File: config.mk
export PLATFORM = sky130hd
export DESIGN_NAME = usr_serial_shifter
export DESIGN_NICKNAME = d
export VERILOG_FILES = /design/src/rtl/usr_pkg.sv /design/src/rtl/usr_step.sv /design/src/rtl/usr_serial_shifter.sv
export SDC_FILE = /design/constraint.sdc
export NUM_CORES = 1
export LEC_CHECK = 0
export CAP_MARGIN = 20
export CORE_MARGIN = 2
export CORE_UTILIZATION = 54
export DETAILED_ROUTE_END_ITERATION = 7
export GPL_TIMING_DRIVEN = 0
export PLACE_DENSITY = 0.9
export SKIP_LAST_GASP = 1
export SYNTH_ARGS = -nofsm -noshare
export SYNTH_HDL_FRONTEND = slang
export SYNTH_HIERARCHICAL = 1
export SYNTH_SLANG_ARGS = --single-unit
File: constraint.sdc
create_clock -name clk -period 3.25 [get_ports clk]
set_input_delay 0.8125 -clock clk [delete_from_list [all_inputs] [get_ports clk]]
set_output_delay 0.8125 -clock clk [all_outputs]
set_load 0.02 [all_outputs]
File: src/rtl/usr_pkg.sv
// Shared types for the command-driven serial shifter:
// command mode codes and FSM states.
package usr_pkg;

  typedef enum logic [2:0] {
    HOLD = 3'b000,
    SHR  = 3'b001,
    SHL  = 3'b010,
    LOAD = 3'b011,
    ROR  = 3'b100,
    ROL  = 3'b101,
    ASR  = 3'b110,
    CLR  = 3'b111
  } mode_e;

  typedef enum logic {
    IDLE  = 1'b0,
    SHIFT = 1'b1
  } state_e;

  function automatic logic is_shift(input mode_e m);
    return m inside {SHR, SHL, ROR, ROL, ASR};
  endfunction

endpackage

File: src/rtl/usr_step.sv
// One-position shift/rotate of a register value.
// Non-shift modes pass the value through unchanged.
module usr_step
  import usr_pkg::*;
#(
  parameter int WIDTH = 8
) (
  input  logic [WIDTH-1:0] cur,
  input  mode_e            mode,
  input  logic             ser_in_msb,
  input  logic             ser_in_lsb,
  output logic [WIDTH-1:0] nxt
);

  always_comb begin
    nxt = cur;
    unique case (mode)
      SHR: nxt = {ser_in_msb, cur[WIDTH-1:1]};
      SHL: nxt = {cur[WIDTH-2:0], ser_in_lsb};
      ROR: nxt = {cur[0], cur[WIDTH-1:1]};
      ROL: nxt = {cur[WIDTH-2:0], cur[WIDTH-1]};
      ASR: nxt = {cur[WIDTH-1], cur[WIDTH-1:1]};
      default: nxt = cur;
    endcase
  end

endmodule

File: src/rtl/usr_serial_shifter.sv
// Command-driven universal shift register: one command per
// handshake, multi-position shifts run one bit per clock.
module usr_serial_shifter
  import usr_pkg::*;
#(
  parameter int WIDTH = 8,
  parameter int AMT_W = 4
) (
  input  logic             clk,
  input  logic             rst,
  input  logic             cmd_valid,
  output logic             cmd_ready,
  input  logic [2:0]       cmd_mode,
  input  logic [AMT_W-1:0] cmd_amt,
  input  logic [WIDTH-1:0] cmd_data,
  input  logic             ser_in_msb,
  input  logic             ser_in_lsb,
  output logic [WIDTH-1:0] dout,
  output logic             ser_out_lsb,
  output logic             ser_out_msb,
  output logic             busy,
  output logic             done
);

  localparam logic [AMT_W-1:0] ONE = AMT_W'(1);

  state_e           state, state_n;
  mode_e            mode_q, mode_n;
  mode_e            cmd_m, step_mode;
  logic [AMT_W-1:0] remaining, rem_n;
  logic [WIDTH-1:0] dout_n, stepped;
  logic             done_n, accept;

  assign cmd_m       = mode_e'(cmd_mode);
  assign cmd_ready   = (state == IDLE);
  assign busy        = (state == SHIFT);
  assign accept      = cmd_valid && cmd_ready;
  assign ser_out_lsb = dout[0];
  assign ser_out_msb = dout[WIDTH-1];

  // The first step lands on the acceptance edge,
  // so the step unit sees the incoming mode in IDLE.
  assign step_mode = (state == SHIFT) ? mode_q : cmd_m;

  usr_step #(.WIDTH(WIDTH)) u_step (
    .cur        (dout),
    .mode       (step_mode),
    .ser_in_msb (ser_in_msb),
    .ser_in_lsb (ser_in_lsb),
    .nxt        (stepped)
  );

  always_comb begin
    state_n = state;
    mode_n  = mode_q;
    rem_n   = remaining;
    dout_n  = dout;
    done_n  = 1'b0;
    unique case (state)
      IDLE: begin
        if (accept) begin
          unique case (1'b1)
            cmd_m == LOAD: begin
              dout_n = cmd_data;
              done_n = 1'b1;
            end
            cmd_m == CLR: begin
              dout_n = '0;
              done_n = 1'b1;
            end
            is_shift(cmd_m) && (cmd_amt != '0): begin
              dout_n = stepped;
              rem_n  = cmd_amt - ONE;
              mode_n = cmd_m;
              if (cmd_amt == ONE) done_n  = 1'b1;
              else                state_n = SHIFT;
            end
            default: done_n = 1'b1;
          endcase
        end
      end
      SHIFT: begin
        dout_n = stepped;
        rem_n  = remaining - ONE;
        if (remaining == ONE) begin
          state_n = IDLE;
          done_n  = 1'b1;
        end
      end
      default: state_n = IDLE;
    endcase
  end

  always_ff @(posedge clk) begin
    if (rst) begin
      state     <= IDLE;
      mode_q    <= HOLD;
      remaining <= '0;
      dout      <= '0;
      done      <= 1'b0;
    end else begin
      state     <= state_n;
      mode_q    <= mode_n;
      remaining <= rem_n;
      dout      <= dout_n;
      done      <= done_n;
    end
  end

endmodule

After elaboration in Yosys (flattened, before gate mapping)
Cells that the tools add are included.
Operators by class
  $add $sub $neg: 2
  equality and inequality tests: 17
  mux-type cells: 18
  bitwise gates (word level): 1
  reductions and logical operators: 7
Operators by type and width (number)
  $pmux 8 s5: 1
  $pmux 8 s3: 1
  $eq 3x3->1 const B: 7
  $pmux 8 s2: 1
  $eq 3x2->1 const B: 3
  $eq 4x1->1 const B: 2
  $mux 1: 8
  $mux 4: 2
  $mux 8: 1
  $pmux 4 s2: 1
  $sub 4x1->4 const B: 2
  $eq 3x1->1 const B: 2
  $reduce_bool 5->1: 1
  $ne 2x1->1 const B: 2
  $ne 4x1->1 const B: 1
  $pmux 1 s2: 2
  $reduce_and 2->1: 2
  $reduce_bool 4->1: 1
  $mux 3: 1
  $reduce_and 3->1: 1
  $logic_and 1x1->1: 2
  $not 1->1: 1
Storage, ports and cells
  register bits after elaboration: 17
  logic and storage cells: 50

Depth between registers and ports, before layout
Gate-level depths: netlist of run 1.
  depth in word-level cells: 6
  mapped depth: 10
  depth with buffers taken out: 6

Hierarchy
The synthesis of run 1 kept the hierarchy.
Modules (own cells, without submodules)
  usr_serial_shifter: times used 1, cells an instance 115, area an instance 1019.7 um2, seq. area each 340.3 um2
  usr_step: times used 1, cells an instance 62, area an instance 429.2 um2, seq. area each 0.0 um2

Least setup slack after synthesis of run 1
OpenSTA, ideal clock, no wires.
  kind: reg2reg
  from: register state, in the netlist busy
  to: register dout[2]
  setup time: 0.119 ns
  data arrival time: 2.244 ns
  required time: 3.131 ns
  slack: 0.887 ns
  cell stages (with the launch flop): 9
  path through: dfxtp_1 > buf_2 > buf_1 > mux2_2 > buf_2 > nor3_1 > a21oi_1 > o211a_1 > o221a_2
Between the ends
  word-level cells in the longest chain between the ends: 6
  elaborated cells between the ends (all ways): 15
  classes of those cells: eq/ne: 7; mux: 5; bitwise: 1; reduce/logical: 2
RTL lines
  start, declared: RTL line usr_serial_shifter.sv:27  | state_e state, state_n;
  start signal, assigned: RTL line usr_serial_shifter.sv:102  | state <= state_n;
  $mux 3 (*): RTL line usr_serial_shifter.sv:43  | assign step_mode = (state == SHIFT) ? mode_q : cmd_m;
  named net step_mode[0]: RTL line usr_serial_shifter.sv:29  | mode_e cmd_m, step_mode;
  $eq 3x3->1, or another cell as far along: RTL line usr_step.sv:17  | unique case (mode)
  $pmux 8 s5 (*): RTL line usr_step.sv:17
  named net stepped[2]: RTL line usr_serial_shifter.sv:31  | logic [WIDTH-1:0] dout_n, stepped;
  $pmux 8 s3: RTL line usr_serial_shifter.sv:62  | unique case (1'b1)
  $mux 8: RTL line usr_serial_shifter.sv:61  | if (accept) begin
  $pmux 8 s2 (*): RTL line usr_serial_shifter.sv:59  | unique case (state)
  end signal, assigned: RTL line usr_serial_shifter.sv:105  | dout <= dout_n;
  end, declared: RTL line usr_serial_shifter.sv:18  | output logic [WIDTH-1:0] dout,
Mark *: on every way through the listed nets, which the timed path passes. The rest lies on a longest branch. The select of a mux whose other input is x is not followed.
A chain may end at the register's enable or synchronous reset.

Final worst setup path of run 1
  from: input port cmd_mode[2]
  to: register dout[2]
Between the ends
  word-level cells in the longest chain between the ends: 6
  elaborated cells between the ends (all ways): 21
  classes of those cells: eq/ne: 13; mux: 5; reduce/logical: 3
RTL lines
  start, declared: RTL line usr_serial_shifter.sv:13  | input logic [2:0] cmd_mode,
  $mux 3 (*): RTL line usr_serial_shifter.sv:43
  named net step_mode[2]: RTL line usr_serial_shifter.sv:29
  $eq 3x3->1, or another cell as far along: RTL line usr_step.sv:17
  $pmux 8 s5 (*): RTL line usr_step.sv:17
  named net stepped[2]: RTL line usr_serial_shifter.sv:31
  $pmux 8 s3: RTL line usr_serial_shifter.sv:62
  $mux 8: RTL line usr_serial_shifter.sv:61
  $pmux 8 s2 (*): RTL line usr_serial_shifter.sv:59
Marked as above.

==> impl_metrics.json, run 1 <==
{
  "status": "finished, final reports clean",
  "ys_seq_area_share_pct": 23.5,
  "die_area_sq_um": 3110,
  "grt_pass1_wl_um": 6350,
  "rsz0062_at_grt": "no",
  "coreArea_sq_um": 2500,
  "synth_cell_types": 45,
  "postSynthCellCount": 177,
  "dieWidth_um": 55.8,
  "layout-drive-gt1-share_pct": 15.6,
  "grt_start_max_net_pins": 11,
  "synth_edf_count": 0,
  "hold_slack_ns": 0.510,
  "synth_ff_type": "dfxtp_1",
  "cts.repair.resized": 0,
  "powerDensity_nw_per_um2": 398,
  "worstMarginPinSlew_ns": 0.582,
  "avgSynthCellArea_sq_um": 8.19,
  "grt-ovfl-total": 0,
  "yosys_warnings": 6,
  "clk_latency_ns": 0.29,
  "cts_sinks": 17,
  "post_cts_buffers": 0,
  "syn_nets": 202,
  "antenna_found_initial": 0,
  "fin_crit_ns": 2.66,
  "drt_iter0_drc": 86,
  "hp-start": "mode_q[1]",
  "clock_skew_ns": 0.00504,
  "die_h_um": 55.8,
  "p_leak_nw": 0.720,
  "finalMaxSlewViolations": 0,
  "synth_seq_cells": 17,
  "grt_util_all_layers_pct": 24.9,
  "drt-vias-per-instance": 6.25,
  "vias": 1513,
  "postRouteAntennaNets": 0,
  "crit_path_max_fanout": 10,
  "timing.fmax_ghz": 0.376,
  "io_pins": 33,
  "vdd_drop_max_mv": 0.275,
  "rows": 18,
  "area_growth_pct": 25.9,
  "cp.arrival_ns": 2.85,
  "layout.nets": 238,
  "finalSetupTns_ns": 0,
  "relSlewSlack_pct": 60.9,
  "final_hold_viol_count": 0,
  "setup_violations": 0,
  "cts_tree": "built",
  "cts_buffers": 3,
  "initial_core_util_pct": 58.0,
  "async_reset_ff_share_pct": 0,
  "routed_wl_um": 3780,
  "synthesis.area_sq_um": 1450,
  "clk_path_buf_depth": 2,
  "clk_pin_slew_ns": 0.10,
  "startpoint_type": "input port",
  "port_buffers": 31,
  "dp_hpwl_um": 2910,
  "worstRegToRegCells": 8,
  "place.gp.congestion": 0.859,
  "critPathRequiredTime_ns": 3.44,
  "routedWlPerCell_um": 15.6,
  "cap_violations": 0,
  "critPathCaptureType": "flip-flop",
  "critPathKind": "in2reg",
  "drcViolationCount": 0,
  "min_path_cells": 2,
  "holdBufCountCts": 0,
  "grt_pass1_vias": 1441,
  "critical_path.startpoint": "cmd_mode[2]",
  "worstReg2RegStart": "busy",
  "diodes": 0,
  "worstHoldPathType": "reg2reg",
  "firstDrtPassIters": 4,
  "ctsHtreeMaxLevel": 1,
  "root_buffer": "clkbuf_4",
  "fin_crit_sh_pct": 81.9
}
[placed cells by master (no fill, tap or decap), drive strengths merged, types with 2 or more instances in the layout]
master | synthesis | final
clkdlybuf4s50 | 0 | 31
a21oi | 21 | 21
nor2 | 18 | 18
dfxtp | 17 | 17
buf | 12 | 12
o21ai | 11 | 11
mux2i | 10 | 10
nor3 | 10 | 10
o221a | 10 | 10
nand2 | 8 | 8
nor2b | 8 | 8
inv | 7 | 7
ha | 5 | 5
nand2b | 5 | 5
o211a | 5 | 5
clkbuf | 2 | 5
or3 | 3 | 3
mux2 | 2 | 2
nand3 | 2 | 2
xor2 | 2 | 2
nand3b | 2 | 2
[cells by family after synthesis]
| family | Yosys count | share of synthesized area, % |
|---|---|---|
| AO/OA/AOI/OAI | 53 | 27.8 |
| XOR/XNOR | 3 | 1.81 |
| adder cells (fa/ha/maj) | 5 | 4.32 |
| buffers and inverters | 21 | 8.46 |
| flip-flops | 17 | 23.5 |
| multiplexers | 13 | 10.0 |
| AND/OR/NAND/NOR | 65 | 24.1 |
[where the power goes]
| part | leakage [nW] | switching, W | internal, W | total, W |
|---|---|---|---|---|
| logic | 0.561 | 0.000168 | 0.000173 | 0.000340 |
| registers | 0.141 | 0.0000353 | 0.000234 | 0.000270 |
| clock network | 0.0177 | 0.0000707 | 0.0000457 | 0.000116 |
| total | 0.720 | 0.000274 | 0.000453 | 0.000726 |
[state kept, by name (all words and copies together) (netlist names)]
signal,cells
busy,1
remaining,4
dout,8
done,1
mode_q,3
[cell type report]
type                       instances  area, sq um
clock buffer                       3         22.5
multi-input combinational        139          986
tap                               30         37.5
buffer                            14         96.3
sequential                        17          340
fill                             207          676
timing repair buffer              31          310
inverter                           7         26.3
clock inverter                     1         5.00
[stage by stage]
| stage | std cells | cell area [sq um] | utilization (%) | setup WS, ns | total power, W |
|---|---|---|---|---|---|
| after floorplan | 177 | 1450 | - | 0.887 | 0.000495 |
| after global placement | 238 | 1800 | 71.9 | 0.345 | 0.000597 |
| after detailed placement | 238 | 1800 | 71.9 | 0.320 | 0.000610 |
| after CTS | 242 | 1820 | 73.0 | 0.627 | 0.000722 |
| after global routing | 242 | 1820 | 73.0 | 0.519 | 0.000771 |
| final | 242 | 1820 | 73.0 | 0.587 | 0.000726 |
[synth_stat cells (all sizes together) (2+ instances only)]
master / count / area share [%]
a21oi: 21 / 7.5
buf: 12 / 6.1
clkbuf: 2 / 0.52
dfxtp: 17 / 23
ha: 5 / 4.3
inv: 7 / 1.8
mux2: 2 / 1.6
mux2i: 10 / 6.9
nand2: 8 / 2.1
nand2b: 5 / 2.2
nand3: 2 / 0.69
nand3b: 2 / 1.0
nor2: 18 / 4.7
nor2b: 8 / 3.5
nor3: 10 / 3.5
o211a: 5 / 3.5
o21ai: 11 / 4.1
o221a: 10 / 7.8
or3: 3 / 1.6
xor2: 2 / 1.2
[path summary, 6_finish.rpt]
check	to	slack [ns]
min	mode_q[1]	0.51
max	dout[2]	0.59
max reg2reg	dout[6]	0.69
min reg2reg	mode_q[1]	0.51
[metal layers]
| metal | global-route usage (%) | vias up | part of all wire [%] |
|---|---|---|---|
| met3 | 3.72 | 16 | 5.5 |
| met4 | 14.6 | 0 | 4.3 |
| met1 | 26.1 | 708 | 39 |
| li1 | - | 722 | - |
| met2 | 46.3 | 67 | 51 |
| met5 | 0 | - | 0 |
[critical path, cell delays in order]
cell and delay, ns:
clkdlybuf4s50_1 0.54, inv_1 0.09, o21ai_0 0.25, buf_6 0.20
buf_6 0.15, mux2i_1 0.20, a21oi_1 0.09, o211a_1 0.22
o221a_2 0.28
(Power assumes the default switching activity.)
==> inputs of run 2 (changes only) <==
--- a/config.mk
+++ b/config.mk
@@ -7,10 +7,10 @@
 export LEC_CHECK = 0
 export CAP_MARGIN = 20
 export CORE_MARGIN = 2
-export CORE_UTILIZATION = 54
+export CORE_UTILIZATION = 50
 export DETAILED_ROUTE_END_ITERATION = 7
 export GPL_TIMING_DRIVEN = 0
-export PLACE_DENSITY = 0.9
+export PLACE_DENSITY = 0.85
 export SKIP_LAST_GASP = 1
 export SYNTH_ARGS = -nofsm -noshare
 export SYNTH_HDL_FRONTEND = slang
==> constraint.sdc (replaced) <==
create_clock -name clk -period 2.6 [get_ports clk]
set_input_delay 0.65 -clock clk [delete_from_list [all_inputs] [get_ports clk]]
set_output_delay 0.65 -clock clk [all_outputs]
set_load 0.02 [all_outputs]
==> run 2 against run 1 <==
  * Flip-flop and latch count is the same
  * Final cell count is 0.41% higher
  * Setup slack worse by 0.48 ns
  * Highest routed layer unchanged
==> impl_metrics.json, run 2 (synthesis gave the netlist of run 1 again) <==
{
  "status": "finished, final reports clean",
  "final_cell_mix": "31 x clkdlybuf4s50_1, 20 x a21oi_1, 18 x nor2_1",
  "drcViolationCount": 0,
  "clk_path_buf_depth": 2,
  "crit_path_max_incr_delay_ns": 0.56,
  "io_pins": 33,
  "critPathRequiredTime_ns": 2.80,
  "multi_input_area_sq_um": 986,
  "vdd_drop_max_mv": 0.359,
  "place.gp.congestion": 0.861,
  "antenna_found_initial": 0,
  "timing.fmax_ghz": 0.400,
  "crit_slowest_cell": "clkdlybuf4s50_1",
  "drt-vias-per-instance": 5.96,
  "dp_hpwl_um": 2820,
  "path_depth": 8,
  "hold_slack_ns": 0.511,
  "diodes": 0,
  "cts.repair.resized": 0,
  "cap_violations": 0,
  "ctsHtreeMaxLevel": 1,
  "largest_register_ffs": 8,
  "worstRegToRegCells": 8,
  "grt-ovfl-total": 0,
  "top_register": "dout",
  "critPathCaptureType": "flip-flop",
  "die_area_sq_um": 3340,
  "placed_cells": 239,
  "grt_start_max_net_pins": 11,
  "grt_util_all_layers_pct": 23.4,
  "hp-start": "remaining[2]",
  "area_growth_pct": 26.0,
  "critical_path.startpoint": "cmd_mode[2]",
  "cp.arrival_ns": 2.69,
  "worstReg2RegEnd": "dout[7]",
  "grt_pass1_wl_um": 6110,
  "fin_crit_sh_pct": 96.1,
  "final_common_cell": "clkdlybuf4s50_1",
  "port_buffers": 31,
  "worstHoldPathType": "reg2reg",
  "nFillCells": 248,
  "initial_core_util_pct": 52.5,
  "instances_no_fill": 243,
  "startpoint_type": "input port",
  "firstDrtPassIters": 4,
  "critPathKind": "in2reg",
  "finalMaxSlewViolations": 0,
  "relSlewSlack_pct": 58.5,
  "cts_tree": "built",
  "reg_top3": "dout: 8 flops, remaining: 4 flops, mode_q: 3 flops",
  "clock_skew_ns": 0.00446,
  "rows": 19,
  "p_leak_nw": 0.720,
  "fin_crit_ns": 2.50,
  "clk_latency_ns": 0.30,
  "grt_pass1_vias": 1379,
  "cts_sinks": 17,
  "rrSetupSlack_ns": 0.25,
  "critPathBufInv": 3,
  "final_hold_viol_count": 0,
  "crit_path_max_fanout": 10,
  "coreArea_sq_um": 2760,
  "worstMarginPinSlew_ns": 0.619,
  "register_area_sq_um": 340,
  "post_cts_buffers": 0,
  "cts_buffers": 3,
  "die_h_um": 57.8,
  "postRouteAntennaNets": 0,
  "worstReg2RegStart": "busy",
  "setup_violations": 0,
  "cp-endpoint": "dout[7]",
  "layout-drive-gt1-share_pct": 15.6,
  "vias": 1449,
  "drt_iter0_drc": 70,
  "dieWidth_um": 57.8,
  "holdBufCountCts": 0,
  "powerDensity_nw_per_um2": 497,
  "routed_wl_um": 3720,
  "rsz0062_at_grt": "no",
  "layout.nets": 238,
  "root_buffer": "clkbuf_4",
  "crit_chain": "clkdlybuf4s50_1, inv_1, o21ai_1, buf_6, mux4_2, nor2_1, a21oi_1, o221a_2",
  "path_delay_family": "buffers and inverters",
  "clk_pin_slew_ns": 0.10,
  "routedWlPerCell_um": 15.3
}
==> run 2: layer usage <==
metal  track usage [%]  vias to the layer above  share of wire (%)
met3              2.90                        7                4.0
met5                 0                        -                  0
met2              41.1                       42                 50
met4              11.0                        0                1.8
met1              28.3                      683                 44
li1                  -                      717                  -
==> run 2: worst min-delay path by stage <==
stage	to	depth (start not counted)
finish	remaining[2]	2
global route	mode_q[1]	2
CTS	remaining[2]	2
detailed placement	remaining[2]	2
global placement	mode_q[1]	2
floorplan	mode_q[0]	2
==> run 2: per-stage QoR <==
stage	area [sq um]	util [%]	total power, W	TNS (ns)	setup slack [ns]
after floorplan	1450	-	0.000618	0	0.237
after global placement	1800	65.2	0.000748	-0.661	-0.176
after detailed placement	1800	65.2	0.000761	-1.14	-0.231
after CTS	1820	66.2	0.000908	0	0.0771
after global routing	1830	66.2	0.000965	0	0.0782
final	1830	66.2	0.000908	0	0.103
==> run 2: where the power goes <==
part / internal [W] / switching, W
Clock: 0.0000598 / 0.0000879
Combinational: 0.000216 / 0.000207
Sequential: 0.000293 / 0.0000434
Total: 0.000569 / 0.000339
==> run 2: area by class of cell <==
type,instances,area share [%]
multi-input cells,139,54.0
flip-flops and latches,17,18.6
repair buffers,31,17.0
plain buffers,14,5.35
well taps,31,2.12
clock buffers,4,1.44
inverters,7,1.44
==> run 2: worst min-delay path, stage by stage (launching register included) <==
cell	delay (ns)
dfxtp_1	0.36
o21ai_2	0.07
a21oi_2	0.05
